[src/rtl/pe_link_pkg.sv]
`default_nettype none
// ============================================================================
//  Module   : pe_link_pkg
//  Brief    : Shared widths and helpers for the PE stream link endpoint.
//  Revision : 1.0 - initial release
// ============================================================================
package pe_link_pkg;

    localparam int DATA_W = 64;
    localparam int CNT_W  = 32;

    // Ceiling log2, usable in parameter/localparam expressions.
    function automatic int clog2(input int value);
        int r;
        r = 0;
        while ((1 << r) < value) begin
            r = r + 1;
        end
        return r;
    endfunction

endpackage
`default_nettype wire

[src/rtl/pe_link_rx_fifo.sv]
`default_nettype none
// ============================================================================
//  Module   : pe_link_rx_fifo
//  Brief    : First-word-fall-through RX FIFO with occupancy threshold flag
//             and sticky overflow indication.
//  Revision : 1.0 - initial release
// ============================================================================
module pe_link_rx_fifo
    import pe_link_pkg::*;
#(
    parameter int DEPTH = 16,
    parameter int SLACK = 4
) (
    input  logic              clk,
    input  logic              rst,
    input  logic              i_push,
    input  logic [DATA_W-1:0] i_data,
    input  logic              i_pop_ready,
    output logic [DATA_W-1:0] o_data,
    output logic              o_valid,
    output logic              o_accept,
    output logic              o_bp,
    output logic              o_ovf
);

    localparam int                 c_aw     = clog2(DEPTH);
    localparam logic [c_aw:0]      c_full   = (c_aw + 1)'(DEPTH);
    localparam logic [c_aw:0]      c_thresh = (c_aw + 1)'(DEPTH - SLACK);

    logic [DATA_W-1:0] r_mem [DEPTH];
    logic [c_aw-1:0]   r_wp;
    logic [c_aw-1:0]   r_rp;
    logic [c_aw:0]     r_cnt;
    logic [c_aw:0]     w_cnt_next;
    logic              w_pop;
    logic              w_push_ok;
    logic              r_bp;
    logic              r_ovf;

    assign o_valid   = (r_cnt != '0);
    assign o_data    = r_mem[r_rp];
    assign w_pop     = o_valid & i_pop_ready;
    // A full FIFO still takes a word when the head leaves in the same cycle.
    assign w_push_ok = i_push & ((r_cnt != c_full) | w_pop);
    assign o_accept  = w_push_ok;
    assign o_bp      = r_bp;
    assign o_ovf     = r_ovf;

    always_comb begin
        w_cnt_next = r_cnt;
        case ({w_push_ok, w_pop})
            2'b10:   w_cnt_next = r_cnt + 1'b1;
            2'b01:   w_cnt_next = r_cnt - 1'b1;
            default: w_cnt_next = r_cnt;
        endcase
    end

    always_ff @(posedge clk) begin
        if (w_push_ok) begin
            r_mem[r_wp] <= i_data;
        end
    end

    always_ff @(posedge clk) begin
        if (rst) begin
            r_wp  <= '0;
            r_rp  <= '0;
            r_cnt <= '0;
            r_bp  <= 1'b1;
            r_ovf <= 1'b0;
        end else begin
            if (w_push_ok) begin
                r_wp <= r_wp + 1'b1;
            end
            if (w_pop) begin
                r_rp <= r_rp + 1'b1;
            end
            r_cnt <= w_cnt_next;
            r_bp  <= (w_cnt_next >= c_thresh);
            if (i_push && !w_push_ok) begin
                r_ovf <= 1'b1;
            end
        end
    end

endmodule
`default_nettype wire

[src/rtl/pe_link_port.sv]
`default_nettype none
// ============================================================================
//  Module   : pe_link_port
//  Brief    : Host-side PE link endpoint: registered TX stage onto D/D_VALID
//             with D_BP throttling, and a buffered FWFT RX path from Q.
//  Revision : 1.0 - initial release
// ============================================================================
module pe_link_port
    import pe_link_pkg::*;
#(
    parameter int RX_DEPTH = 16,
    parameter int RX_SLACK = 4
) (
    input  logic              CLK,
    input  logic              SYS_RST,
    input  logic [DATA_W-1:0] S_DATA,
    input  logic              S_VALID,
    output logic              S_READY,
    output logic [DATA_W-1:0] D,
    output logic              D_VALID,
    input  logic              D_BP,
    input  logic [DATA_W-1:0] Q,
    input  logic              Q_VALID,
    output logic              Q_BP,
    output logic [DATA_W-1:0] M_DATA,
    output logic              M_VALID,
    input  logic              M_READY,
    output logic [CNT_W-1:0]  TX_WORDS,
    output logic [CNT_W-1:0]  RX_WORDS,
    output logic              RX_OVF
);

    logic              r_bp;
    logic [DATA_W-1:0] r_d;
    logic              r_d_valid;
    logic [CNT_W-1:0]  r_tx_words;
    logic [CNT_W-1:0]  r_rx_words;
    logic [DATA_W-1:0] r_qr;
    logic              r_qvr;
    logic              w_tx_acc;
    logic              w_rx_acc;

    // D_BP only reaches the outputs through r_bp, bounding the overrun to 2 words.
    assign S_READY  = ~r_bp;
    assign w_tx_acc = S_VALID & ~r_bp;

    assign D        = r_d;
    assign D_VALID  = r_d_valid;
    assign TX_WORDS = r_tx_words;
    assign RX_WORDS = r_rx_words;

    always_ff @(posedge CLK) begin
        if (SYS_RST) begin
            r_bp       <= 1'b1;
            r_d        <= '0;
            r_d_valid  <= 1'b0;
            r_tx_words <= '0;
            r_rx_words <= '0;
            r_qr       <= '0;
            r_qvr      <= 1'b0;
        end else begin
            r_bp      <= D_BP;
            r_d_valid <= w_tx_acc;
            if (w_tx_acc) begin
                r_d        <= S_DATA;
                r_tx_words <= r_tx_words + 1'b1;
            end
            r_qr  <= Q;
            r_qvr <= Q_VALID;
            if (w_rx_acc) begin
                r_rx_words <= r_rx_words + 1'b1;
            end
        end
    end

    pe_link_rx_fifo #(
        .DEPTH (RX_DEPTH),
        .SLACK (RX_SLACK)
    ) u_rx_fifo (
        .clk         (CLK),
        .rst         (SYS_RST),
        .i_push      (r_qvr),
        .i_data      (r_qr),
        .i_pop_ready (M_READY),
        .o_data      (M_DATA),
        .o_valid     (M_VALID),
        .o_accept    (w_rx_acc),
        .o_bp        (Q_BP),
        .o_ovf       (RX_OVF)
    );

endmodule
`default_nettype wire

[config.mk]
export PLATFORM = sky130hd
export DESIGN_NAME = pe_link_port
export DESIGN_NICKNAME = d
export VERILOG_FILES = /design/src/rtl/pe_link_pkg.sv /design/src/rtl/pe_link_rx_fifo.sv /design/src/rtl/pe_link_port.sv
export SDC_FILE = /design/constraint.sdc
export NUM_CORES = 1
export LEC_CHECK = 0
export BUFFER_PORTS_ARGS = -buffer_cell sky130_fd_sc_hd__buf_2
export CAP_MARGIN = 25
export CORE_MARGIN = 3
export CORE_UTILIZATION = 50
export CTS_CLUSTER_SIZE = 40
export DETAILED_ROUTE_END_ITERATION = 10
export PLACE_DENSITY = 0.79
export SYNTH_ARGS = -nofsm -noshare
export SYNTH_HDL_FRONTEND = slang
export SYNTH_SLANG_ARGS = --single-unit
[constraint.sdc]
create_clock -name CLK -period 7.6 [get_ports CLK]
set_clock_uncertainty 0.15 [all_clocks]
set_input_delay 0.76 -clock CLK [delete_from_list [all_inputs] [get_ports CLK]]
set_output_delay 0.76 -clock CLK [all_outputs]
set_load 0.02 [all_outputs]
==> impl_metrics.json <==
{
  "ys_seq_area_share_pct": 76.01,
  "cts-htree-levels": 3,
  "worstPathArrival_ns": 3.75,
  "worstSetupPathType": "reg2out",
  "leakage_nw": 17.61,
  "area_growth_pct": 16.34,
  "slew_headroom_pct": 26.81,
  "powerDensity_nw_per_um2": 294.3,
  "insertion_delay_ns": 0.69,
  "core_area_sq_um": 90700,
  "cts_buffers": 118,
  "netlist_top_cells_count": "edfxtp_1 (1,024), mux4_2 (320), dfxtp_1 (214)",
  "synth-async-reset-ratio_pct": 0,
  "yosysUniqueCellTypes": 39,
  "place_congestion": 0.8968,
  "dp_slack_ns": 3.548,
  "outcome": "finished, final reports clean",
  "grt-busiest-layer": "met2",
  "synth-warning-count": 0,
  "antenna_found_initial": 5,
  "vias": 23547,
  "synth_area_sq_um": 46090,
  "port_buffers": 330,
  "drt_iter0_drc": 2166,
  "cts_buffer_depth": 3,
  "cts-root-buf": "clkbuf_16",
  "use_met2_pct": 37.92,
  "cts_hold_buf": 0,
  "ant_nets": 0,
  "postCtsResizedCells": 0,
  "hold_violations": 0,
  "grt_pass1_vias": 24957,
  "hp-class": "in2reg",
  "start_kind": "flip-flop",
  "multiInputGateArea_sq_um": 10630,
  "rsz0062_at_grt": "no",
  "finalSetupTns_ns": 0,
  "post_cts_buffers": 0,
  "overflow": 0,
  "dieArea_sq_um": 95860,
  "start_util_pct": 50.82,
  "viasPerCell": 5.960,
  "cts_tree": "yes",
  "grt_pass1_wl_um": 160900,
  "internal-power_mw": 12.10,
  "n_fill_cell": 6247,
  "ys_top_cells_by_area": "edfxtp_1 (67%), mux4_2 (16%), dfxtp_1 (9.3%)",
  "die_w_um": 309.6,
  "yosysTopAreaCell": "edfxtp_1",
  "wl_per_cell_um": 27.35,
  "whs_path_depth": 2,
  "switching_share_pct": 23.35,
  "synth_nets": 2440,
  "track_usage_pct": 22.86,
  "worstMarginPinSlew_ns": 1.096,
  "rows": 110,
  "crit_fanout": 47,
  "slew_viol_final": 0,
  "cts_sinks": 1238,
  "synth_flop_cell": "edfxtp_1",
  "seq_area_sq_um": 35050,
  "placed_cell_area_sq_um": 49310,
  "hold_slack_ns": 0.1083,
  "worstPathRequired_ns": 6.69,
  "final_area_sq_um": 53630,
  "syn_avg_cell_area_sq_um": 20.08,
  "r2r_cells": 6,
  "crit_path_end_kind": "primary output",
  "peakVddDrop_mv": 0.2353,
  "power_frac_comb_pct": 12.4,
  "grt.met1_usage_pct": 29.54,
  "min_period_ns": 4.663,
  "path_clk_slew_ns": 0.06,
  "remaining_drc_errors": 0,
  "ys_ff_latch": 1238,
  "finalCritPeriodShare_pct": 61.35,
  "clock.fmax_mhz": 214.5,
  "first_pass_iters": 5,
  "yosysMostFrequentCell": "edfxtp_1",
  "drt_wl_total_um": 108100,
  "synth_cells": 2295,
  "p_sw_mw": 3.686,
  "setup_viol": 0,
  "dp_hpwl_um": 56730,
  "die_y_um": 309.6,
  "fin_ws_ns": 2.937,
  "io_pins": 331,
  "nets": 2812,
  "drive_gt1_share_pct": 33.18,
  "met3_usage_pct": 5.277,
  "p_clk_share_pct": 39.4,
  "finalPower_mw": 15.78,
  "p_seq_share_pct": 48.1,
  "synth_edf_count": 1024,
  "grt_start_max_net_pins": 141,
  "maxCapViolCount": 0,
  "synth_top_area_share_pct": 66.71
}
[cells in the final DEF (no fill, tap or decap), types with 22 or more instances in the layout]
cell type / n
dfxtp_1: 210
nor2b_1: 68
edfxtp_1: 1024
xor2_1: 35
clkinv_2: 26
buf_2: 329
clkbuf_16: 121
nor2_1: 86
xnor2_1: 31
buf_4: 29
a21oi_1: 76
nand2_1: 161
nand4_1: 22
mux4_2: 320
[power groups by stage]
| stage | clock network (mW) | logic, mW | registers, mW |
|---|---|---|---|
| 2_1_floorplan | 0 | 1.47 | 7.68 |
| 3_3_place_gp | 0 | 1.91 | 7.75 |
| 3_5_place_dp | 0 | 1.95 | 7.77 |
| 4_1_cts | 6.33 | 1.97 | 7.63 |
| 5_1_grt | 6.58 | 2.10 | 7.61 |
| 6_report | 6.23 | 1.96 | 7.59 |
[critical path, stage by stage, from the launching register on]
cell	delay, ns
dfxtp_4	0.83
buf_4	0.82
mux4_2	0.62
mux4_2	0.55
buf_2	0.19
[state kept, by name (all words and copies together) (netlist names), named ones only]
register,cells
u_rx_fifo.r_mem,1024
D,64
r_qr,64
RX_WORDS,32
TX_WORDS,32
u_rx_fifo.r_cnt,5
u_rx_fifo.r_rp,4
u_rx_fifo.r_wp,4
D_VALID,1
r_bp,1
r_qvr,1
u_rx_fifo.o_bp,1
u_rx_fifo.o_ovf,1
[path summary, 6_finish.rpt]
kind / start / endpoint / slack, ns
min: D_BP / r_bp / 0.11
min reg2reg: D[0] / D[0] / 0.31
max reg2reg: u_rx_fifo.r_cnt[2] / u_rx_fifo.r_mem[5][61] / 4.07
max: flip-flop / M_DATA[6] / 2.94
[through the flow]
| stage | cells | utilization (%) |
|---|---|---|
| after global routing | 3950 | 59.12 |
| after CTS | 3945 | 59.00 |
| after floorplan | 2295 | - |
| final | 3951 | 59.13 |
| after detailed placement | 3719 | 54.36 |
| after global placement | 3713 | 54.21 |
[layer usage]
layer	vias to the layer above	part of all wire (%)	wire [um]
met5	-	0.012	13
met4	2	3.8	4148
met3	230	8.2	8810
li1	9908	-	-
met2	1185	50	54210
met1	12222	38	40880
[layout make-up]
cell class | count | area share [%]
inverters | 17 | 0.1190
clock inverters | 80 | 1.794
well taps | 1176 | 2.744
diodes | 2 | 0.009333
flip-flops and latches | 1238 | 65.36
multi-input cells | 919 | 19.81
repair buffers | 373 | 4.118
clock buffers | 146 | 6.045
[cells by family (layout without fill, tap and decap cells)]
logic type,count (synthesis),after routing,share of synthesized area (%)
AO/OA/AOI/OAI,91,91,1.056
XOR/XNOR,66,66,1.254
adder cells (fa/ha/maj),11,11,0.3149
buffers and inverters,138,616,1.213
flip-flops,1238,1238,76.01
multiplexers,325,325,15.74
other,0,2,0
AND/OR/NAND/NOR,426,426,4.411
Power figures use the tool's default switching activity.
